File: config.mk
export PLATFORM = sky130hd
export DESIGN_NAME = dn_pwl
export DESIGN_NICKNAME = d
export VERILOG_FILES = /design/src/rtl/dn_pwl_pkg.sv /design/src/rtl/dn_pwl_unit.sv /design/src/rtl/dn_pwl.sv
export SDC_FILE = /design/constraint.sdc
export NUM_CORES = 1
export LEC_CHECK = 0
export BUFFER_PORTS_ARGS = -buffer_cell sky130_fd_sc_hd__buf_2
export CAP_MARGIN = 20
export CORE_ASPECT_RATIO = 1.4
export CORE_MARGIN = 3
export CORE_UTILIZATION = 55
export CTS_CLUSTER_SIZE = 40
export DETAILED_ROUTE_END_ITERATION = 6
export PLACE_DENSITY = 0.75
export REMOVE_ABC_BUFFERS = 1
export SYNTH_ARGS = -nofsm -noshare
export SYNTH_HDL_FRONTEND = slang
export SYNTH_HIERARCHICAL = 1
export SYNTH_SLANG_ARGS = --single-unit
export TNS_END_PERCENT = 5
File: constraint.sdc
create_clock -name clk -period 2.7 [get_ports clk]
set_input_delay 0.675 -clock clk [delete_from_list [all_inputs] [get_ports clk]]
set_output_delay 0.675 -clock clk [all_outputs]
set_load 0.02 [all_outputs]
File: src/rtl/dn_pwl_pkg.sv
// dn_pwl shared widths, segment table and encode helper.
// Latency: none (types and functions only).
// Backpressure: not applicable.
package dn_pwl_pkg;

    localparam int SAMPLE_W = 8;
    localparam int CODE_W   = 6;
    localparam int LANES    = 8;
    localparam int MAG_W    = SAMPLE_W + 1;
    localparam int SEG_W    = CODE_W - 1;

    localparam logic [MAG_W-1:0] BRK1 = MAG_W'(16);
    localparam logic [MAG_W-1:0] BRK2 = MAG_W'(48);
    localparam logic [MAG_W-1:0] BRK3 = MAG_W'(112);

    localparam logic [SEG_W-1:0] BASE0   = SEG_W'(0);
    localparam logic [SEG_W-1:0] BASE1   = SEG_W'(16);
    localparam logic [SEG_W-1:0] BASE2   = SEG_W'(24);
    localparam logic [SEG_W-1:0] SEG_MAX = SEG_W'(31);

    localparam int SHIFT0 = 0;
    localparam int SHIFT1 = 2;
    localparam int SHIFT2 = 3;

    typedef struct packed {
        logic             sign;
        logic [MAG_W-1:0] mag;
        logic             clip;
    } s1_t;

    typedef struct packed {
        logic [CODE_W-1:0] code;
        logic              clip;
    } s2_t;

    function automatic logic [SEG_W-1:0] seg_encode(input logic [MAG_W-1:0] m);
        logic [MAG_W-1:0] off;
        logic [SEG_W-1:0] seg;
        off = '0;
        seg = SEG_MAX;
        if (m < BRK1) begin
            off = m >> SHIFT0;
            seg = BASE0 + off[SEG_W-1:0];
        end else if (m < BRK2) begin
            off = (m - BRK1) >> SHIFT1;
            seg = BASE1 + off[SEG_W-1:0];
        end else if (m < BRK3) begin
            off = (m - BRK2) >> SHIFT2;
            seg = BASE2 + off[SEG_W-1:0];
        end
        return seg;
    endfunction

endpackage

File: src/rtl/dn_pwl_unit.sv
// One lane: stage 1 abs/saturate, stage 2 segment encode.
// Latency: 2 enabled edges from x_i to code_o.
// Backpressure: each stage holds while its enable from the top is low.
module dn_pwl_unit
    import dn_pwl_pkg::*;
(
    input  logic                       clk,
    input  logic                       arstb,
    input  logic                       rstb,
    input  logic                       s1_en_i,
    input  logic                       s2_en_i,
    input  logic signed [SAMPLE_W-1:0] x_i,
    output logic        [CODE_W-1:0]   code_o,
    output logic                       clip_o
);

    logic [MAG_W-1:0] sext_w;
    logic [MAG_W-1:0] mag_w;
    s1_t              s1_d, s1_q;
    s2_t              s2_d, s2_q;

    // 9-bit magnitude so that -128 maps to +128 rather than wrapping
    assign sext_w = {x_i[SAMPLE_W-1], x_i};
    assign mag_w  = x_i[SAMPLE_W-1] ? (MAG_W'(0) - sext_w) : sext_w;

    always_comb begin
        s1_d.sign = x_i[SAMPLE_W-1];
        s1_d.mag  = mag_w;
        s1_d.clip = (mag_w >= BRK3);
    end

    always_comb begin
        s2_d.code = {s1_q.sign, seg_encode(s1_q.mag)};
        s2_d.clip = s1_q.clip;
    end

    always_ff @(posedge clk or negedge arstb) begin
        if (!arstb) begin
            s1_q <= '0;
            s2_q <= '0;
        end else if (!rstb) begin
            s1_q <= '0;
            s2_q <= '0;
        end else begin
            if (s1_en_i) s1_q <= s1_d;
            if (s2_en_i) s2_q <= s2_d;
        end
    end

    assign code_o = s2_q.code;
    assign clip_o = s2_q.clip;

endmodule

File: src/rtl/dn_pwl.sv
// 8-lane PWL compressor, signed 8b -> 6b sign/segment code; DN_PWL_CLIP_CNT_EN adds clip counter.
// Latency: 2 cycles, 1 beat/clock when out_ready is high.
// Backpressure: valid/ready, holds 2 beats then drops in_ready; out_ready->in_ready is combinational.
module dn_pwl
    import dn_pwl_pkg::*;
#(
    parameter int CNT_W = 16
) (
    input  logic                       clk,
    input  logic                       arstb,
    input  logic                       rstb,
    input  logic                       in_valid,
    output logic                       in_ready,
    input  logic signed [SAMPLE_W-1:0] x0_in,
    input  logic signed [SAMPLE_W-1:0] x1_in,
    input  logic signed [SAMPLE_W-1:0] x2_in,
    input  logic signed [SAMPLE_W-1:0] x3_in,
    input  logic signed [SAMPLE_W-1:0] x4_in,
    input  logic signed [SAMPLE_W-1:0] x5_in,
    input  logic signed [SAMPLE_W-1:0] x6_in,
    input  logic signed [SAMPLE_W-1:0] x7_in,
    output logic                       out_valid,
    input  logic                       out_ready,
    output logic        [CODE_W-1:0]   x0,
    output logic        [CODE_W-1:0]   x1,
    output logic        [CODE_W-1:0]   x2,
    output logic        [CODE_W-1:0]   x3,
    output logic        [CODE_W-1:0]   x4,
    output logic        [CODE_W-1:0]   x5,
    output logic        [CODE_W-1:0]   x6,
    output logic        [CODE_W-1:0]   x7,
    output logic        [LANES-1:0]    clip,
    input  logic                       clip_clr,
    output logic        [CNT_W-1:0]    clip_cnt
);

    logic                       s1_vld_q, s1_vld_d;
    logic                       s2_vld_q, s2_vld_d;
    logic                       s1_adv;
    logic                       s1_en;
    logic                       s2_en;
    logic signed [SAMPLE_W-1:0] lane_x    [LANES];
    logic        [CODE_W-1:0]   lane_code [LANES];
    logic        [LANES-1:0]    lane_clip;

    assign s1_adv   = !s2_vld_q || out_ready;
    assign in_ready = !s1_vld_q || s1_adv;
    assign s1_en    = in_valid && in_ready;
    assign s2_en    = s1_vld_q && s1_adv;

    always_comb begin
        s1_vld_d = s1_vld_q;
        s2_vld_d = s2_vld_q;
        if (in_ready) s1_vld_d = in_valid;
        if (s1_adv)   s2_vld_d = s1_vld_q;
    end

    always_ff @(posedge clk or negedge arstb) begin
        if (!arstb) begin
            s1_vld_q <= 1'b0;
            s2_vld_q <= 1'b0;
        end else if (!rstb) begin
            s1_vld_q <= 1'b0;
            s2_vld_q <= 1'b0;
        end else begin
            s1_vld_q <= s1_vld_d;
            s2_vld_q <= s2_vld_d;
        end
    end

    assign lane_x[0] = x0_in;
    assign lane_x[1] = x1_in;
    assign lane_x[2] = x2_in;
    assign lane_x[3] = x3_in;
    assign lane_x[4] = x4_in;
    assign lane_x[5] = x5_in;
    assign lane_x[6] = x6_in;
    assign lane_x[7] = x7_in;

    for (genvar gi = 0; gi < LANES; gi++) begin : g_lane
        dn_pwl_unit u_unit (
            .clk     (clk),
            .arstb   (arstb),
            .rstb    (rstb),
            .s1_en_i (s1_en),
            .s2_en_i (s2_en),
            .x_i     (lane_x[gi]),
            .code_o  (lane_code[gi]),
            .clip_o  (lane_clip[gi])
        );
    end

    assign x0        = lane_code[0];
    assign x1        = lane_code[1];
    assign x2        = lane_code[2];
    assign x3        = lane_code[3];
    assign x4        = lane_code[4];
    assign x5        = lane_code[5];
    assign x6        = lane_code[6];
    assign x7        = lane_code[7];
    assign clip      = lane_clip;
    assign out_valid = s2_vld_q;

`ifdef DN_PWL_CLIP_CNT_EN
    logic [CNT_W-1:0] cnt_q, cnt_d;

    // one count per clipped beat, regardless of how many lanes clipped
    always_comb begin
        cnt_d = cnt_q;
        if (clip_clr)
            cnt_d = '0;
        else if (out_valid && out_ready && (|clip) && (cnt_q != {CNT_W{1'b1}}))
            cnt_d = cnt_q + CNT_W'(1);
    end

    always_ff @(posedge clk or negedge arstb) begin
        if (!arstb)
            cnt_q <= '0;
        else if (!rstb)
            cnt_q <= '0;
        else
            cnt_q <= cnt_d;
    end

    assign clip_cnt = cnt_q;
`else
    logic unused_clip_clr;
    assign unused_clip_clr = clip_clr;
    assign clip_cnt        = '0;
`endif

endmodule
Yosys cells after proc, flatten, opt, wreduce, memory -nomap -nowiden. Cells that the tools add are included.

Add/sub/neg operators: 40. Equality and inequality tests: 4. Reduce and logical (&&, ||, !) cells: 6. Muxes and demuxes: 68. Order comparisons: 32.

Operators by type and width (number): 11-bit two-way mux (16); 5-bit two-way mux (24); 7-bit two-way mux (16); 5-bit adder, first input constant (16); 9-bit by 7-bit >= comparator with 1-bit output, second input constant (8); 9-bit by 5-bit less-than comparator with 1-bit output, second input constant (8); 9-bit by 6-bit less-than comparator with 1-bit output, second input constant (8); 9-bit by 7-bit less-than comparator with 1-bit output, second input constant (8); 9-bit two-way mux (8); 1-bit by 8-bit subtractor with 9-bit output, first input constant (8); 8-bit by 6-bit subtractor with 8-bit output, second input constant (8); 7-bit by 5-bit subtractor with 7-bit output, second input constant (8); 2-bit by 1-bit inequality test with 1-bit output, second input constant (4); 1-bit two-way mux (4); 1-bit logical AND (2); 1-bit logical NOT (2); 1-bit logical OR (2).

Logic and storage cells: 192. Input port bits: 70. Flip-flop bits (word level): 146. Output and inout port bits: 74.

Longest topological paths before layout.
Depth after elaboration: 7. Mapped depth: 7. Gate-level depth less buffers: 6.

By module. The synthesis kept the hierarchy.

Modules (own cells, without submodules): dn_pwl_unit (area an instance 1074.8 um2, seq. area each 450.4 um2, cells each 117, instances 8); dn_pwl (area an instance 237.7 um2, seq. area each 50.0 um2, cells each 26, instances 1).

Worst setup path after synthesis. OpenSTA, ideal clock, no wires.

Path kind: input to register. From: input port out_ready. To: register g_lane[0].u_unit.s2_q, in the netlist g_lane[0].u_unit/code_o[2]. Setup time: 0.099 ns. Buffers on the path: 1. Slack: 0.297 ns. Data required time: 2.601 ns. Stages on the path: 5. Data arrival time: 2.303 ns. Cells stage by stage: nor2b_4 -> nor2b_1 -> buf_1 -> nor2_1 -> a311oi_1.

Cells in the longest elaborated chain, start to end: 3.

RTL lines: start, declared (RTL line dn_pwl.sv:23) `input logic out_ready,`; 1-bit logical OR (RTL line dn_pwl.sv:46) `assign s1_adv = !s2_vld_q || out_ready;`; 1-bit logical AND (RTL line dn_pwl.sv:49) `assign s2_en = s1_vld_q && s1_adv;`; named net s2_en (RTL line dn_pwl.sv:41) `logic s2_en;`; 2-bit by 1-bit inequality test with 1-bit output (no line); end signal, assigned (RTL line dn_pwl_unit.sv:40) `s2_q <= '0;`; end signal, assigned (RTL line dn_pwl_unit.sv:43) `s2_q <= '0;`; end signal, assigned (RTL line dn_pwl_unit.sv:46) `if (s2_en_i) s2_q <= s2_d;`; end, declared (RTL line dn_pwl_unit.sv:20) `s2_t s2_d, s2_q;`.

The timed path passes the listed nets, and every way through them passes these cells. A chain may end at the register's enable or synchronous reset.

Final worst setup path.
From: register g_lane[4].u_unit/s1_q[6] in the netlist's numbering. To: register g_lane[4].u_unit.s2_q, in the netlist g_lane[4].u_unit/code_o[3].

Cells in the longest elaborated chain, start to end: 7. Elaborated cells on any way between the ends: 12. Those cells by class: add/sub: 4; order compare: 3; mux: 5.

RTL lines: start, declared (RTL line dn_pwl_unit.sv:19) `s1_t s1_d, s1_q;`; start signal, assigned (RTL line dn_pwl_unit.sv:39) `s1_q <= '0;`; start signal, assigned (RTL line dn_pwl_unit.sv:42) `s1_q <= '0;`; start signal, assigned (RTL line dn_pwl_unit.sv:45) `if (s1_en_i) s1_q <= s1_d;`; 8-bit by 6-bit subtractor with 8-bit output (RTL line dn_pwl_pkg.sv:48) `off = (m - BRK2) >> SHIFT2;`; 5-bit adder (RTL line dn_pwl_pkg.sv:49) `seg = BASE2 + off[SEG_W-1:0];`; 5-bit two-way mux (RTL line dn_pwl_pkg.sv:47) `end else if (m < BRK3) begin`; 5-bit two-way mux (RTL line dn_pwl_pkg.sv:44) `end else if (m < BRK2) begin`; 5-bit two-way mux (*) (RTL line dn_pwl_pkg.sv:41) `if (m < BRK1) begin`; 7-bit two-way mux (*) (RTL line dn_pwl_unit.sv:46); 7-bit two-way mux (*) (RTL line dn_pwl_unit.sv:41) `end else if (!rstb) begin`; end signal, assigned (RTL line dn_pwl_unit.sv:40); end signal, assigned (RTL line dn_pwl_unit.sv:43); end signal, assigned (RTL line dn_pwl_unit.sv:46); end, declared (RTL line dn_pwl_unit.sv:20).

Every way passes the cells marked *; elsewhere a longest branch is shown, timed or not. The select of a mux whose other input is x is not followed.

==> metrics.txt <==
# TYPE chip_impl_metric gauge
chip_impl_info{name="status",value="complete, no violations"} 1
chip_impl_info{name="netlist_top_cells_count",value="146 x sky130_fd_sc_hd__dfrtp_1, 136 x sky130_fd_sc_hd__nor2_1, 56 x sky130_fd_sc_hd__mux2i_1"} 1
chip_impl_metric{name="drt_first_pass_iters",unit=""} 5
chip_impl_metric{name="timing.critical_path.slowest_cell_delay",unit="ns"} 0.59
chip_impl_metric{name="postRouteWirelength",unit="mm"} 19.3
chip_impl_metric{name="h_tree_depth",unit=""} 4
chip_impl_metric{name="yosysTopAreaCellShare",unit="%"} 41.3
chip_impl_metric{name="detailroute.via_count",unit=""} 7364
chip_impl_metric{name="async_reset_ff_share",unit="%"} 100
chip_impl_metric{name="yosysWarningCount",unit=""} 6
chip_impl_info{name="rsz0062_at_grt",value="no"} 1
chip_impl_metric{name="final_std_cell_area_no_fill",unit="µm²"} 10100
chip_impl_metric{name="synth.lib_cells_used.distinct",unit=""} 46
chip_impl_metric{name="synth_xor_area_share",unit="%"} 3.96
chip_impl_metric{name="timing.clock.skew",unit="ns"} 0.00551
chip_impl_metric{name="cts_made_buffers",unit=""} 17
chip_impl_metric{name="finalHoldViolations",unit=""} 0
chip_impl_metric{name="cts.path.max_buffers",unit=""} 2
chip_impl_metric{name="total_congestion_overflow",unit=""} 0
chip_impl_metric{name="detail_route.vias_per_cell",unit=""} 5.85
chip_impl_metric{name="synth-edff-count",unit=""} 0
chip_impl_metric{name="numPortBuffers",unit=""} 126
chip_impl_metric{name="synthesis.instances",unit=""} 962
chip_impl_info{name="worst_setup_path_start_kind",value="flip-flop"} 1
chip_impl_metric{name="area_growth_syn_to_layout",unit="%"} 14.3
chip_impl_info{name="yosys.cell_count.top_type",value="sky130_fd_sc_hd__dfrtp_1"} 1
chip_impl_metric{name="powerDensity",unit="nW/µm²"} 575
chip_impl_metric{name="synth_seq_area_share",unit="%"} 41.3
chip_impl_metric{name="fmax",unit="MHz"} 480
chip_impl_metric{name="cts_sinks",unit=""} 146
chip_impl_metric{name="max_cap_violations",unit=""} 0
chip_impl_metric{name="ff2ff_setup_slack",unit="ns"} 0.62
chip_impl_metric{name="grt_use_met1",unit="%"} 26.8
chip_impl_metric{name="synth_fa_ha_area_share",unit="%"} 4.30
chip_impl_info{name="critPathCaptureType",value="flip-flop"} 1
chip_impl_metric{name="post-cts-setup-buffer-count",unit=""} 0
chip_impl_metric{name="dp_hpwl",unit="mm"} 13.4
chip_impl_info{name="critical_path_class",value="reg2reg"} 1
chip_impl_metric{name="synthesis.area",unit="µm²"} 8840
chip_impl_metric{name="synth_area_per_cell",unit="µm²"} 9.19
chip_impl_metric{name="cts_hold_repair.buffers",unit=""} 0
chip_impl_metric{name="initial_core_util",unit="%"} 56.4
chip_impl_metric{name="slew_viol_final",unit=""} 0
chip_impl_metric{name="wp_data_required",unit="ns"} 3.04
chip_impl_metric{name="layout_setup_ws",unit="ns"} 0.616
chip_impl_info{name="cpMaxStageDelayCell",value="sky130_fd_sc_hd__dfrtp_1"} 1
chip_impl_metric{name="timing_worst_slew_pin_value",unit="ns"} 0.637
chip_impl_metric{name="grt_start_max_net_pins",unit=""} 105
chip_impl_info{name="synth_top_cells_by_area",value="sky130_fd_sc_hd__dfrtp_1 41%, sky130_fd_sc_hd__mux2i_1 6.3%, sky130_fd_sc_hd__nor2_1 5.8%"} 1
chip_impl_metric{name="place_ws",unit="ns"} 0.522
chip_impl_metric{name="die_w",unit="µm"} 113
chip_impl_metric{name="wl_per_cell",unit="µm"} 15.4
chip_impl_metric{name="placeableCoreArea",unit="µm²"} 15700
chip_impl_metric{name="worst_slew_margin_rel",unit="%"} 57.2
chip_impl_info{name="synth_top_flop_cell",value="sky130_fd_sc_hd__dfrtp_1"} 1
chip_impl_metric{name="clk_latency",unit="ns"} 0.42
chip_impl_metric{name="n_antenna_cell",unit=""} 0
chip_impl_info{name="clock_tree.root_cell",value="sky130_fd_sc_hd__clkbuf_16"} 1
chip_impl_metric{name="detailed_place.area",unit="µm²"} 9530
chip_impl_info{name="synth_top_family_by_area",value="compound AO/OA/AOI/OAI gates"} 1
chip_impl_metric{name="grt_use_met2",unit="%"} 39.8
chip_impl_metric{name="grt_pass1_wl",unit="mm"} 32.8
chip_impl_metric{name="synthSimpleGateAreaFrac",unit="%"} 17.9
chip_impl_metric{name="power.static_leakage",unit="nW"} 4.69
chip_impl_metric{name="count_of_instances_resized_after_the_clock_tree_is_built",unit=""} 0
chip_impl_metric{name="grt.total_usage",unit="%"} 22.4
chip_impl_metric{name="total_setup_violations_reported_at_the_end_of_the_flow",unit=""} 0
chip_impl_metric{name="ir_worst_vdd",unit="mV"} 0.337
chip_impl_info{name="top_usage_layer",value="met2"} 1
chip_impl_metric{name="placementRows",unit=""} 54
chip_impl_info{name="clock_tree_from_tritoncts",value="done"} 1
chip_impl_metric{name="grt_antenna_before_repair",unit=""} 0
chip_impl_metric{name="vias_in_the_first_global_route",unit=""} 7076
chip_impl_metric{name="floorplan.io_pins",unit=""} 144
chip_impl_info{name="cp_cell_sequence",value="inv_1 > ha_1 > maj3_1 > o2111ai_1 > o211ai_1 > a21oi_1"} 1
chip_impl_metric{name="worstPathArrival",unit="ns"} 2.43
chip_impl_metric{name="final.period_utilization",unit="%"} 77.2
chip_impl_metric{name="fin_nets",unit=""} 1145
chip_impl_info{name="synthDominantAreaCellType",value="sky130_fd_sc_hd__dfrtp_1"} 1
chip_impl_metric{name="dieArea",unit="µm²"} 17600
chip_impl_metric{name="use_met3",unit="%"} 4.50
chip_impl_metric{name="crit_path_max_fanout",unit=""} 14
chip_impl_metric{name="synth_compound_area_share",unit="%"} 19.4
chip_impl_metric{name="postSynthRegisterBits",unit=""} 146
chip_impl_metric{name="cts.clk_slew.worst_paths",unit="ns"} 0.06
chip_impl_metric{name="detailedRoute.firstIterationViolations",unit=""} 417
chip_impl_metric{name="synth.mux.area_fraction",unit="%"} 6.34
chip_impl_metric{name="finalCriticalPeriod",unit="ns"} 2.08
chip_impl_metric{name="remaining_drc_errors",unit=""} 0
chip_impl_info{name="min-delay-path-class",value="in2async"} 1
chip_impl_metric{name="detail-route-antenna-nets",unit=""} 0
chip_impl_metric{name="post_route_cells_drive_above_1_share",unit="%"} 16.6
chip_impl_metric{name="fp.dieH",unit="µm"} 156
chip_impl_metric{name="place_congestion",unit=""} 0.831
## cell type report
class,instances,area (µm²)
Clock inverter,10,110
Clock buffer,21,460
Inverter,49,184
Sequential cell,146,3650
Fill cell,1371,5580
Multi-Input combinational cell,702,4660
Tap cell,196,245
Timing Repair Buffer,135,779
## cell usage in the layout (no fill, tap or decap), types with 17 or more instances in the layout
cell type and n:
sky130_fd_sc_hd__a211oi_1 48, sky130_fd_sc_hd__buf_2 125, sky130_fd_sc_hd__clkbuf_16 17, sky130_fd_sc_hd__dfrtp_1 146
sky130_fd_sc_hd__ha_1 24, sky130_fd_sc_hd__inv_1 49, sky130_fd_sc_hd__mux2i_1 56, sky130_fd_sc_hd__nand2_1 40
sky130_fd_sc_hd__nand2b_1 24, sky130_fd_sc_hd__nor2_1 136, sky130_fd_sc_hd__o21ai_0 48, sky130_fd_sc_hd__o31ai_1 24
sky130_fd_sc_hd__xor2_1 24
## logic make-up after synthesis
| group | Yosys count |
|---|---|
| AND/OR/NAND/NOR | 315 |
| AO/OA/AOI/OAI | 243 |
| flip-flops | 146 |
| buffers and inverters | 129 |
| multiplexers | 56 |
| XOR/XNOR | 40 |
| adder cells (fa/ha/maj) | 32 |
| other | 1 |
## power breakdown
group | total, W | switching [W] | internal (W)
Clock | 0.00228 | 0.000885 | 0.00140
Sequential | 0.00248 | 0.000160 | 0.00232
Combinational | 0.00104 | 0.000621 | 0.000422
Total | 0.00580 | 0.00167 | 0.00414
## final timing paths
path                                     startpoint                         end  cells past startpoint
min in group clk           g_lane[6].u_unit/s1_q[9]    g_lane[6].u_unit/s1_q[9]                      1
hold / removal                                arstb  g_lane[3].u_unit/code_o[1]                      1
max in group asynchronous                     arstb  g_lane[4].u_unit/code_o[3]                      2
setup / recovery           g_lane[4].u_unit/s1_q[6]  g_lane[4].u_unit/code_o[3]                      6
setup reg to reg           g_lane[4].u_unit/s1_q[6]  g_lane[4].u_unit/code_o[3]                      6
hold reg to reg            g_lane[6].u_unit/s1_q[9]    g_lane[6].u_unit/s1_q[9]                      1
## worst max-delay path: cells and delay by family, from the launching register on
family / cells / cell delay [ns]
adder cells (fa/ha/maj): 2 / 0.70
flip-flops: 1 / 0.59
AO/OA/AOI/OAI: 3 / 0.55
buffers and inverters: 1 / 0.16
## per-stage QoR
stage / setup TNS [ns] / power (W) / cells / utilization, % / hold slack (ns)
global placement: 0 / 0.00354 / 1228 / 60.8 / 0.470
global route: 0 / 0.00612 / 1259 / 64.4 / 0.192
detailed placement: 0 / 0.00356 / 1228 / 60.8 / 0.473
floorplan: -466.61 / 0.00319 / 897 / - / 0.379
CTS: 0 / 0.00587 / 1259 / 64.4 / 0.180
finish: 0 / 0.00580 / 1259 / 64.4 / 0.175
## flip-flops by register name, summed over array words and instances (netlist names)
register and flops:
out_valid 1, g_lane.u_unit/clip_o 8, g_lane.u_unit/s1_q 88, g_lane.u_unit/code_o 48
s1_vld_q 1
## layer usage
metal	wire length (µm)	vias up
li1	-	3641
met1	8150	3536
met2	9920	160
met3	903	27
met4	358	0
met5	0	-
Power figures use the tool's default switching activity.
